File: config.mk
export PLATFORM = sky130hd
export DESIGN_NAME = memory_access_stage
export DESIGN_NICKNAME = d
export VERILOG_FILES = /design/src/rtl/memory_access_stage.sv
export SDC_FILE = /design/constraint.sdc
export NUM_CORES = 1
export LEC_CHECK = 0
export CAP_MARGIN = 5
export CORE_UTILIZATION = 45
export CTS_CLUSTER_SIZE = 24
export DETAILED_ROUTE_END_ITERATION = 6
export HOLD_SLACK_MARGIN = 0.05
export PLACE_DENSITY = 0.87
export SLEW_MARGIN = 20
export SYNTH_ARGS = -nofsm -noshare
export SYNTH_HDL_FRONTEND = slang
export SYNTH_SLANG_ARGS = --single-unit
File: constraint.sdc
create_clock -name clk_i -period 3.4 [get_ports clk_i]
set_input_delay 0.68 -clock clk_i [delete_from_list [all_inputs] [get_ports clk_i]]
set_output_delay 0.68 -clock clk_i [all_outputs]
set_load 0.05 [all_outputs]
File: src/rtl/memory_access_stage.sv
// MEM pipeline stage: turns load/store controls into a req/gnt/rvalid data-memory
// transaction, aligns store lanes, extends load data and stalls while busy.
module memory_access_stage #(
    parameter int unsigned GNT_TIMEOUT = 16
) (
    input  logic        clk_i,
    input  logic        reset_ni,
    input  logic        valid_i,
    input  logic [31:0] alu_result_i,
    input  logic [31:0] store_data_i,
    input  logic [4:0]  write_reg_i,
    input  logic [1:0]  mem_to_reg_i,
    input  logic        reg_write_i,
    input  logic        mem_read_i,
    input  logic        mem_write_i,
    input  logic [2:0]  funct3_i,
    output logic        dmem_req_o,
    output logic        dmem_we_o,
    output logic [31:0] dmem_addr_o,
    output logic [3:0]  dmem_be_o,
    output logic [31:0] dmem_wdata_o,
    input  logic        dmem_gnt_i,
    input  logic        dmem_rvalid_i,
    input  logic [31:0] dmem_rdata_i,
    output logic        stall_o,
    output logic        valid_o,
    output logic [31:0] data_read_o,
    output logic [31:0] alu_result_o,
    output logic [4:0]  write_reg_o,
    output logic [1:0]  mem_to_reg_o,
    output logic        reg_write_o,
    output logic        misaligned_o,
    output logic        bus_error_o
);
    localparam int unsigned CntW = $clog2(GNT_TIMEOUT + 1);

    typedef enum logic [1:0] {StIdle, StWaitGnt, StWaitRdata} state_e;

    state_e          state_q, state_d;
    logic [CntW-1:0] cnt_q, cnt_d;
    logic [31:0]     addr_q, wdata_q, alu_q;
    logic [3:0]      be_q;
    logic            we_q, rw_q;
    logic [2:0]      f3_q;
    logic [4:0]      wreg_q;
    logic [1:0]      m2r_q;
    logic            capture;
    logic            timeout;

    logic            is_mem, is_b, is_h, is_w, misal;
    logic [1:0]      off;
    logic [3:0]      be_in;
    logic [31:0]     wdata_in;
    logic [7:0]      lane_b;
    logic [15:0]     lane_h;
    logic [31:0]     load_data;

    assign off     = alu_result_i[1:0];
    assign is_mem  = mem_read_i | mem_write_i;
    assign is_b    = (funct3_i[1:0] == 2'b00);
    assign is_h    = (funct3_i[1:0] == 2'b01);
    // Undefined size encodings fall through to word accesses.
    assign is_w    = !is_b && !is_h;
    assign misal   = (is_h && off[0]) || (is_w && (off != 2'b00));
    assign timeout = (cnt_q == CntW'(GNT_TIMEOUT));

    always_comb begin
        be_in    = 4'b1111;
        wdata_in = store_data_i;
        if (is_b) begin
            be_in    = 4'b0001 << off;
            wdata_in = {4{store_data_i[7:0]}};
        end else if (is_h) begin
            be_in    = off[1] ? 4'b1100 : 4'b0011;
            wdata_in = {2{store_data_i[15:0]}};
        end
    end

    always_comb begin
        lane_b = 8'(dmem_rdata_i >> {alu_q[1:0], 3'b000});
        lane_h = alu_q[1] ? dmem_rdata_i[31:16] : dmem_rdata_i[15:0];
        case (f3_q[1:0])
            2'b00:   load_data = f3_q[2] ? {24'b0, lane_b} : {{24{lane_b[7]}}, lane_b};
            2'b01:   load_data = f3_q[2] ? {16'b0, lane_h} : {{16{lane_h[15]}}, lane_h};
            default: load_data = dmem_rdata_i;
        endcase
    end

    always_comb begin
        state_d      = state_q;
        cnt_d        = cnt_q + CntW'(1);
        capture      = 1'b0;
        dmem_req_o   = 1'b0;
        dmem_we_o    = 1'b0;
        dmem_addr_o  = '0;
        dmem_be_o    = '0;
        dmem_wdata_o = '0;
        stall_o      = 1'b0;
        valid_o      = 1'b0;
        data_read_o  = '0;
        alu_result_o = '0;
        write_reg_o  = '0;
        mem_to_reg_o = '0;
        reg_write_o  = 1'b0;
        misaligned_o = 1'b0;
        bus_error_o  = 1'b0;
        case (state_q)
            StIdle: begin
                cnt_d = '0;
                // Reset gating keeps every output at zero while reset is held.
                if (valid_i && reset_ni) begin
                    alu_result_o = alu_result_i;
                    write_reg_o  = write_reg_i;
                    mem_to_reg_o = mem_to_reg_i;
                    if (!is_mem) begin
                        valid_o     = 1'b1;
                        reg_write_o = reg_write_i;
                    end else if (misal) begin
                        valid_o      = 1'b1;
                        misaligned_o = 1'b1;
                    end else begin
                        capture      = 1'b1;
                        dmem_req_o   = 1'b1;
                        dmem_we_o    = mem_write_i;
                        dmem_addr_o  = {alu_result_i[31:2], 2'b00};
                        dmem_be_o    = be_in;
                        dmem_wdata_o = wdata_in;
                        if (dmem_gnt_i && mem_write_i) begin
                            valid_o     = 1'b1;
                            reg_write_o = reg_write_i;
                        end else begin
                            stall_o = 1'b1;
                            state_d = dmem_gnt_i ? StWaitRdata : StWaitGnt;
                        end
                    end
                end
            end
            StWaitGnt: begin
                dmem_req_o   = 1'b1;
                dmem_we_o    = we_q;
                dmem_addr_o  = addr_q;
                dmem_be_o    = be_q;
                dmem_wdata_o = wdata_q;
                if (dmem_gnt_i && !we_q) begin
                    stall_o = 1'b1;
                    cnt_d   = '0;
                    state_d = StWaitRdata;
                end else if (dmem_gnt_i || timeout) begin
                    valid_o      = 1'b1;
                    bus_error_o  = !dmem_gnt_i;
                    reg_write_o  = dmem_gnt_i && rw_q;
                    alu_result_o = alu_q;
                    write_reg_o  = wreg_q;
                    mem_to_reg_o = m2r_q;
                    state_d      = StIdle;
                end else begin
                    stall_o = 1'b1;
                end
            end
            StWaitRdata: begin
                if (dmem_rvalid_i || timeout) begin
                    valid_o      = 1'b1;
                    bus_error_o  = !dmem_rvalid_i;
                    reg_write_o  = dmem_rvalid_i && rw_q;
                    data_read_o  = dmem_rvalid_i ? load_data : '0;
                    alu_result_o = alu_q;
                    write_reg_o  = wreg_q;
                    mem_to_reg_o = m2r_q;
                    state_d      = StIdle;
                end else begin
                    stall_o = 1'b1;
                end
            end
            default: state_d = StIdle;
        endcase
    end

    always_ff @(posedge clk_i or negedge reset_ni) begin
        if (!reset_ni) begin
            state_q <= StIdle;
            cnt_q   <= '0;
            addr_q  <= '0;
            wdata_q <= '0;
            alu_q   <= '0;
            be_q    <= '0;
            we_q    <= 1'b0;
            rw_q    <= 1'b0;
            f3_q    <= '0;
            wreg_q  <= '0;
            m2r_q   <= '0;
        end else begin
            state_q <= state_d;
            cnt_q   <= cnt_d;
            if (capture) begin
                addr_q  <= {alu_result_i[31:2], 2'b00};
                wdata_q <= wdata_in;
                alu_q   <= alu_result_i;
                be_q    <= be_in;
                we_q    <= mem_write_i;
                rw_q    <= reg_write_i;
                f3_q    <= funct3_i;
                wreg_q  <= write_reg_i;
                m2r_q   <= mem_to_reg_i;
            end
        end
    end
endmodule

=== Word-level counts from Yosys, hierarchy flattened ===
Cells that the tools add are included.

* Bits in registers: 117
* Logic and storage cells: 138

* Equality and inequality tests: 11
* Reduce and logical (&&, ||, !) cells: 21
* Add/subtract/negate cells: 1
* Multiplexer cells: 91
* Shift-type cells: 2
* Bitwise gates (word level): 1

{| class="wikitable"
|+ Operators by type and width
! cell !! number
|-
| $mux 32 || 17
|-
| $pmux 32 s2 || 3
|-
| $pmux 32 s3 || 1
|-
| $mux 1 || 35
|-
| $shr 32x5->8 || 1
|-
| $mux 5 || 5
|-
| $mux 2 || 12
|-
| $mux 4 || 6
|-
| $mux 16 || 1
|-
| $pmux 5 s3 || 1
|-
| $pmux 2 s3 || 2
|-
| $ne 2x2->1 const B || 5
|-
| $pmux 5 s2 || 1
|-
| $pmux 1 s3 || 3
|-
| $logic_and 1x1->1 || 8
|-
| $pmux 4 s2 || 1
|-
| $eq 2x1->1 const B || 3
|-
| $logic_not 2->1 || 3
|-
| $pmux 1 s2 || 3
|-
| $reduce_and 6->1 || 1
|-
| $add 5x1->5 const B || 1
|-
| $eq 5x5->1 const B || 1
|-
| $logic_not 1->1 || 5
|-
| $shl 1x2->4 const A || 1
|-
| other kinds (5) || 7
|}

=== Depth between registers and ports, before layout ===
Gate-level depths: netlist of the first run.

* Word-level depth: 9
* Depth in mapped cells: 9
* Mapped depth without buffers: 6

=== Least setup slack after synthesis of the first run ===
No wires, ideal clock.

* Path type: in2out
* Start point: input port funct3_i[1]
* End point: output port dmem_be_o[1]
* Required time: 2.720 ns
* Cell stages on the path: 4
* Slack: -0.192 ns
* Data arrival time: 2.912 ns
* Cell sequence: buf_6 clkbuf_1 nor3_1 o41ai_1

* Cells in the longest elaborated chain, start to end: 9

{| class="wikitable"
|+ RTL lines
! item !! RTL line !! text
|-
| start, declared || 16 || <nowiki>input logic [2:0] funct3_i,</nowiki>
|-
| $eq 2x1->1 or $logic_not 2->1 (tied branches) || 61, 60 ||
|-
| $logic_not 1->1 || 63 || <nowiki>assign is_w = !is_b && !is_h;</nowiki>
|-
| $logic_and 1x1->1 || 63 ||
|-
| $logic_and 1x1->1 || 64 || <nowiki>assign misal = (is_h && off[0]) || (is_w && (off != 2'b00));</nowiki>
|-
| $logic_or 1x1->1 || 64 ||
|-
| $mux 4 * || 118 || <nowiki>end else if (misal) begin</nowiki>
|-
| $mux 4 * || 115 || <nowiki>if (!is_mem) begin</nowiki>
|-
| $mux 4 * || 111 || <nowiki>if (valid_i && reset_ni) begin</nowiki>
|-
| $pmux 4 s2 * || 107 || <nowiki>case (state_q)</nowiki>
|-
| end, declared || 20 || <nowiki>output logic [3:0] dmem_be_o,</nowiki>
|}

Mark *: on every way between the ends. The rest lies on a longest branch, timed or not.

=== Final worst setup path of the first run ===
* Start point: input port mem_read_i
* End point: output port dmem_wdata_o[12]

* Cells in the longest elaborated chain, start to end: 4

{| class="wikitable"
|+ RTL lines
! item !! RTL line !! text
|-
| start, declared || 14 || <nowiki>input logic mem_read_i,</nowiki>
|-
| $or 1x1->1 || 59 || <nowiki>assign is_mem = mem_read_i | mem_write_i;</nowiki>
|-
| $mux 32 || 115 ||
|-
| $mux 32 || 111 ||
|-
| $pmux 32 s2 || 107 ||
|-
| end, declared || 21 || <nowiki>output logic [31:0] dmem_wdata_o,</nowiki>
|}

Every way passes these cells.

==> results.env, run 1 <==
TIMING.SLEW.HEADROOM_PCT=47.8
CTS_MADE_BUFFERS=9
DRIVE_GT1_SHARE_PCT=23.3
SHARE_OF_TOTAL_POWER_IN_THE_CLOCK_NETWORK_PCT=13.7
CTS_TREE='built'
OUTCOME='finished, violations left'
PLACE.DETAILED.HPWL_MICRONS=15500
GLOBALROUTETOTALUTIL_PCT=32.1
NUMPLACEDINSTANCES=1075
CLK_PIN_SLEW_NS=0.07
ROWS=40
COMB_POWER_SHARE_PCT=60.5
TIMING.SETUP.CRITICAL_PATH_CLASS='in2out'
INSERTION_DELAY_TO_THE_LATER_SINK_OF_THE_WORST_SKEW_PAIR_NS=0.34
TOTAL_POWER_uW=7620
SYNTH-SEQ-CELLS=87
CLOCKBUFFERDEPTH=2
FINALCRITPERIODSHARE_PCT=102
LEAKAGE_COMPONENT_OF_THE_POWER_uW=0.00511
PATH_CELLS='clkdlybuf4s50_1 > o2111ai_1 > or3_2 > buf_12 > a21oi_1 > a21o_1 > buf_12'
CLK_ROOT_BUFFER_CELL='clkbuf_16'
DIE-WIDTH_MICRONS=113
COMMONEST_NON_FILL_NON_TAP_CELL_IN_THE_LAYOUT='nand2_1'
DRT-PASS1-ITER-COUNT=5
START_UTIL_PCT=46.0
CRIT_PATH_MAX_INCR_DELAY_NS=0.56
SYNTH.AREA.TOP_CELLS='dfrtp_1 (39%), nand2_1 (17%), a21o_1 (9.5%)'
TIMING.CLOCK.SKEW_NS=0.00564
FINALWEIGHTEDCONGESTION=0.842
MIN_PERIOD_NS=3.48
YOSYS_TOP_CELL_AREA_SHARE_PCT=39.4
MAPPEDNETLISTAREA_SQ_MM=0.00553
STARTPOINT_TYPE='input port'
WORST_SETUP_PATH_END_KIND='primary output'
FINAL_MAX_SLEW_VIOL_COUNT=0
POST_SYNTH_NUM_CELL_TYPES=52
POST_DRT_ANTENNA_NETS=0
SYNTHFLOPTYPE='dfrtp_1'
FINAL_CRITICAL_PATH_SETUP_SLACK_NS=-0.0758
GRT_MAX_DEGREE=84
NNETSFINAL=1059
WL_PER_CELL_MICRONS=19.3
YS_WARN_COUNT=0
CTSHOLDBUFFERS=0
MAX_FREQ_MHz=288
DRT-VIAS-PER-INSTANCE=5.74
FP.COREAREA_SQ_MM=0.0120
SYN_AREA_PER_CELL_SQ_UM=7.96
PORT-BUFFER-COUNT=257
DESIGN.PORTCOUNT=260
WORST_EP_REQUIRED_TIME_NS=2.72
POSTSYNTHCELLCOUNT=695
PATH_BUF_INV=3
FINAL-INSTANCE-COUNT-EXCL-FILL=1090
SYNTH_SEQUENTIAL_AREA_RATIO_PCT=39.4
CLOCK_SINKS=87
PATH_CATEGORY_OF_THE_WORST_MIN_DELAY_CHECK='in2async'
PRECTSSETUPSLACK_NS=-0.0116
ROUTE.FINAL.WIRE_LENGTH_MICRONS=21000
NETLIST.TOP_CELL.BY_AREA='dfrtp_1'
GRT_PASS1_VIAS=6183
DIEHEIGHT_MICRONS=113
SYNTH-ASYNC-RESET-RATIO_PCT=100
WORST_MARGIN_SLEW_NS=0.783
FINAL_HOLD_VIOL_COUNT=0
PEAKVDDDROP_mV=0.394
FP.DIEAREA_SQ_MM=0.0127
DETAILEDROUTE.FIRSTITERATIONVIOLATIONS=391
LAYOUT_COMMON_CELLS='nand2_1 (257), buf_12 (130), clkdlybuf4s50_1 (111)'
CRIT_TOP_CELL='buf_12'
CRIT_FAMILY='buffers and inverters'
SYNTH-EDFF-COUNT=0
NUM_ANTENNA_CELLS=0
GLOBAL_ROUTE_WIRE_LENGTH_BEFORE_REPAIR_MICRONS=31900
SWITCHINGPOWER_uW=3430
AREAGROWTHSYNTHTOFINISH_PCT=79.7
CRIT_PATH_MAX_DELAY_CELL_TYPE='or3_2'
GRT_ANTENNA_BEFORE_REPAIR=0
FILL_CELLS=667
PWR-SHARE-SEQ_PCT=25.8
MAXCAPVIOLATIONS=0
CTSHTREEMAXLEVEL=3
WORST_EP_ARRIVAL_TIME_NS=2.80
GR-TOTAL-OVERFLOW=0
POWERDENSITY_mW_PER_MM2=767
ROUTE.DETAILED.DRC=0
SWSHARE_PCT=45.0
SETUP_VIOL=1
P_INT_uW=4190
VIAS=6262
CRITPATHMAXFANOUT=47
FAILING_CHECKS='negative setup slack'
synthesized netlist by cell type (3+ instances only):
master	n
nand2b_1	6
a221oi_1	9
mux2i_1	17
nand2_1	257
buf_2	9
nor2b_1	4
clkbuf_1	39
ha_1	6
nand3_1	3
o21ai_0	19
nor2_1	39
xor2_1	3
a22o_1	39
a21oi_1	11
nor3_1	7
a222oi_1	7
inv_1	16
a21o_1	70
mux2_2	8
dfrtp_1	87
per-stage QoR:
| step | utilization [%] | instance area [sq um] | setup TNS (ns) | hold slack [ns] |
|---|---|---|---|---|
| global placement | 79.7 | 9570 | 0 | 0.457 |
| CTS | 82.3 | 9890 | 0 | 0.142 |
| global route | 82.7 | 9940 | -0.139 | 0.139 |
| finish | 82.7 | 9940 | -0.0758 | 0.151 |
| floorplan | - | 5540 | 0 | 0.384 |
| detailed placement | 79.7 | 9570 | -0.0116 | 0.463 |
repair_timing:
item / 4_1_cts / 5_1_grt
gates resized for setup: 3 / 14
setup buffers: 0 / 0
setup endpoints to repair: 5 / 65
power groups by stage:
stage | clock network [uW] | logic (uW) | registers (uW)
CTS | 1060 | 4590 | 1950
global placement | 0 | 4480 | 1920
global route | 1110 | 4820 | 2020
detailed placement | 0 | 4570 | 1960
finish | 1040 | 4610 | 1970
floorplan | 0 | 2600 | 1780
final timing paths:
path	cells after the start	slack, ns	end	from
min in group clk_i	2	0.48	wreg_q[3]$_DFFE_PN0P_	wreg_q[3]$_DFFE_PN0P_
max in group asynchronous	2	2.28	be_q[3]$_DFFE_PN0P_	reset_ni
hold reg to reg	2	0.48	wreg_q[3]$_DFFE_PN0P_	wreg_q[3]$_DFFE_PN0P_
hold / removal	1	0.15	alu_q[4]$_DFFE_PN0P_	reset_ni
setup / recovery	7	-0.08	dmem_wdata_o[12]	mem_read_i
setup reg to reg	7	1.08	wdata_q[31]$_DFFE_PN0P_	state_q[1]$_DFFE_PN0P_
per-layer routing:
layer | GRT usage (%) | routed length, microns
met3 | 9.11 | 1760
met1 | 33.9 | 7630
met2 | 59.3 | 10900
met5 | 0 | 0
met4 | 14.6 | 735
kinds of logic (layout without fill, tap and decap cells):
logic type / after synthesis / after routing / synth area share [%]
other cells: 1 / 2 / 0.0678
xor+xnor: 5 / 5 / 0.792
compound gates: 178 / 178 / 24.7
buf+inv: 68 / 315 / 5.09
simple gates: 324 / 324 / 23.5
fa+ha+maj: 6 / 6 / 1.36
mux: 26 / 26 / 5.11
flops: 87 / 87 / 39.4
worst register-to-register path: stages (launching register included):
cell and delay [ns]:
dfrtp_1 0.40, inv_1 0.16, ha_4 0.19, o2111ai_1 0.16
or3_2 0.56, buf_12 0.22, buf_4 0.30, a21o_1 0.23
cell type report:
type                            count  area, sq um  area share [%]
Clock buffer                       10          229            2.30
Clock inverter                      5         81.3           0.818
Inverter                           16         60.1           0.604
Multi-Input combinational cell    541         3160            31.8
Sequential cell                    87         2180            21.9
Tap cell                          147          184            1.85
Timing Repair Buffer              284         4050            40.7
flip-flops by register name, indices dropped and copies added, names as in the netlist:
signal,cells
f3_q,3
be_q,4
m2r_q,2
state_q,2
cnt_q,5
rw_q,1
wdata_q,32
we_q,1
wreg_q,5
alu_q,32
(Power assumes the default switching activity.)
==> run 2, diff against run 1 <==
CTS_CLUSTER_SIZE = 8   (was 24)
HOLD_SLACK_MARGIN = 0.15   (was 0.05)
==> run 2 against run 1 <==
Against the previous run:
- the run still ends with negative setup slack left
- flip-flop and latch count unchanged
- non-clock buffer count increased by 1
- utilization increased by 0.083 points
- design area increased by 0.10%
- register-to-register slack about the same
- sequential share of layout area about the same
- fmax about the same
- clock power about the same
- die area unchanged
- power about the same
- clock skew increased by 0.00089 ns
- worst setup slack improved by 0.0015 ns
- highest routed layer unchanged
==> results.env, run 2 (synthesized netlist as in run 1, its figures left out) <==
MAX_FREQ_MHz=288
AREAGROWTHSYNTHTOFINISH_PCT=79.9
INSERTION_DELAY_TO_THE_LATER_SINK_OF_THE_WORST_SKEW_PAIR_NS=0.34
PLACE.DETAILED.HPWL_MICRONS=15500
CLOCK_SINKS=87
PEAKVDDDROP_mV=0.395
WORST_SETUP_PATH_END_KIND='primary output'
FP.COREAREA_SQ_MM=0.0120
TIMING.CLOCK.SKEW_NS=0.00653
NUM_ANTENNA_CELLS=0
STARTPOINT_TYPE='input port'
TOTAL_POWER_uW=7620
MIN_PERIOD_NS=3.47
LEAKAGE_COMPONENT_OF_THE_POWER_uW=0.00512
GLOBALROUTETOTALUTIL_PCT=32.2
FF2FF_PATH_DEPTH=7
TOP_LAYER_USED='met4'
CTS_SETUP_BUFFERS=0
ROUTE.DETAILED.DRC=0
GR-TOTAL-OVERFLOW=0
WORST_EP_ARRIVAL_TIME_NS=2.79
ROUTE.FINAL.WIRE_LENGTH_MICRONS=21100
FINAL-INSTANCE-COUNT-EXCL-FILL=1091
MET2_ROUTED_WL_MICRONS=10800
LAYOUT_COMMON_CELLS='nand2_1 (257), buf_12 (130), clkdlybuf4s50_1 (111)'
WORSTHOLDPATHCELLS=2
FINAL_CRITICAL_PATH_SETUP_SLACK_NS=-0.0743
CLK_PIN_SLEW_NS=0.06
TIMING.SETUP.CRITICAL_PATH_CLASS='in2out'
DRT-VIAS-PER-INSTANCE=5.74
DRT-PASS1-ITER-COUNT=7
NNETSFINAL=1060
START_UTIL_PCT=46.0
NUMPLACEDINSTANCES=1075
SETUP_VIOL=1
FINALCRITPERIODSHARE_PCT=102
MAXCAPVIOLATIONS=0
GRT_ANTENNA_BEFORE_REPAIR=0
TIMING.SLEW.HEADROOM_PCT=47.8
DESIGN.PORTCOUNT=260
VIAS=6259
PORT-BUFFER-COUNT=257
DRT-MET1-WL_MICRONS=7680
GLOBAL_ROUTE_WIRE_LENGTH_BEFORE_REPAIR_MICRONS=32000
GRT_MAX_DEGREE=84
CTS_TREE='built'
CLOCKBUFFERDEPTH=2
WORST_MARGIN_SLEW_NS=0.783
CRITPATHMAXFANOUT=47
CLK_ROOT_BUFFER_CELL='clkbuf_16'
FAILING_CHECKS='negative setup slack'
POST_DRT_ANTENNA_NETS=0
POWERDENSITY_mW_PER_MM2=766
DIEHEIGHT_MICRONS=113
MET3ROUTEDLENGTH_MICRONS=1760
FINAL_MAX_SLEW_VIOL_COUNT=0
CTS_MADE_BUFFERS=9
CTSHTREEMAXLEVEL=3
DETAILEDROUTE.FIRSTITERATIONVIOLATIONS=457
GRT_PASS1_VIAS=6191
WORST_EP_REQUIRED_TIME_NS=2.72
DIE-WIDTH_MICRONS=113
PATH_CATEGORY_OF_THE_WORST_MIN_DELAY_CHECK='reg2reg'
COMMONEST_NON_FILL_NON_TAP_CELL_IN_THE_LAYOUT='nand2_1'
WL_PER_CELL_MICRONS=19.3
REG.LARGEST.LIST='alu_q: 32 flops, wdata_q: 32 flops'
HOLD-WORST-SLACK_NS=0.482
FINALWEIGHTEDCONGESTION=0.842
DRIVE_GT1_SHARE_PCT=23.3
FINAL_HOLD_VIOL_COUNT=0
ROWS=40
SETUP_TOTAL_NEGATIVE_SLACK_NS=-0.0743
FP.DIEAREA_SQ_MM=0.0127
OUTCOME='finished, violations left'
-- run 2: worst paths after layout --
check                                       startpoint                       to  slack, ns
worst min-delay path             wreg_q[3]$_DFFE_PN0P_    wreg_q[3]$_DFFE_PN0P_       0.48
max in group asynchronous                     reset_ni      be_q[3]$_DFFE_PN0P_       2.33
worst max-delay path                           valid_i         dmem_wdata_o[12]      -0.07
worst min register to register   wreg_q[3]$_DFFE_PN0P_    wreg_q[3]$_DFFE_PN0P_       0.48
worst max register to register  state_q[1]$_DFFE_PN0P_  wdata_q[31]$_DFFE_PN0P_       1.07
min in group asynchronous                     reset_ni    alu_q[10]$_DFFE_PN0P_       0.52
-- run 2: metal layers --
metal	vias up	track usage (%)
met3	58	9.00
met5	-	0
met4	0	14.6
met2	308	59.5
li1	2875	-
met1	3018	34.1
-- run 2: metrics by stage --
| step | utilization [%] | setup slack, ns | area (sq um) |
|---|---|---|---|
| final | 82.8 | -0.0743 | 9950 |
| after global routing | 82.8 | -0.136 | 9950 |
| after global placement | 79.7 | 0.0591 | 9570 |
| after floorplan | - | 0.327 | 5540 |
| after CTS | 82.4 | 0.00967 | 9900 |
| after detailed placement | 79.7 | -0.0116 | 9570 |
-- run 2: what timing repair did --
| item | 4_1_cts | 5_1_grt |
|---|---|---|
| hold buffers | 1 | 0 |
| pin swaps | 0 | 0 |
| endpoints found under the hold margin | 4 | 0 |
| gates resized for setup | 3 | 14 |
| setup endpoints to repair | 5 | 65 |
-- run 2: final cells by class --
type	instances	area [sq um]
fill	666	2060
clock inverter	5	81.3
inverter	16	60.1
sequential	87	2180
clock buffer	10	229
multi-input combinational	541	3160
timing repair buffer	285	4060
tap	147	184
-- run 2: critical path, cell delays in order --
cell and delay, ns:
clkdlybuf4s50_1 0.49, o2111ai_1 0.17, or3_2 0.56, buf_12 0.22
a21oi_1 0.29, a21o_1 0.22, buf_12 0.16
-- run 2: report_power, final --
| part | internal [uW] | switching (uW) |
|---|---|---|
| clock network | 641 | 404 |
| registers | 1520 | 447 |
| logic | 2030 | 2580 |
| total | 4190 | 3430 |
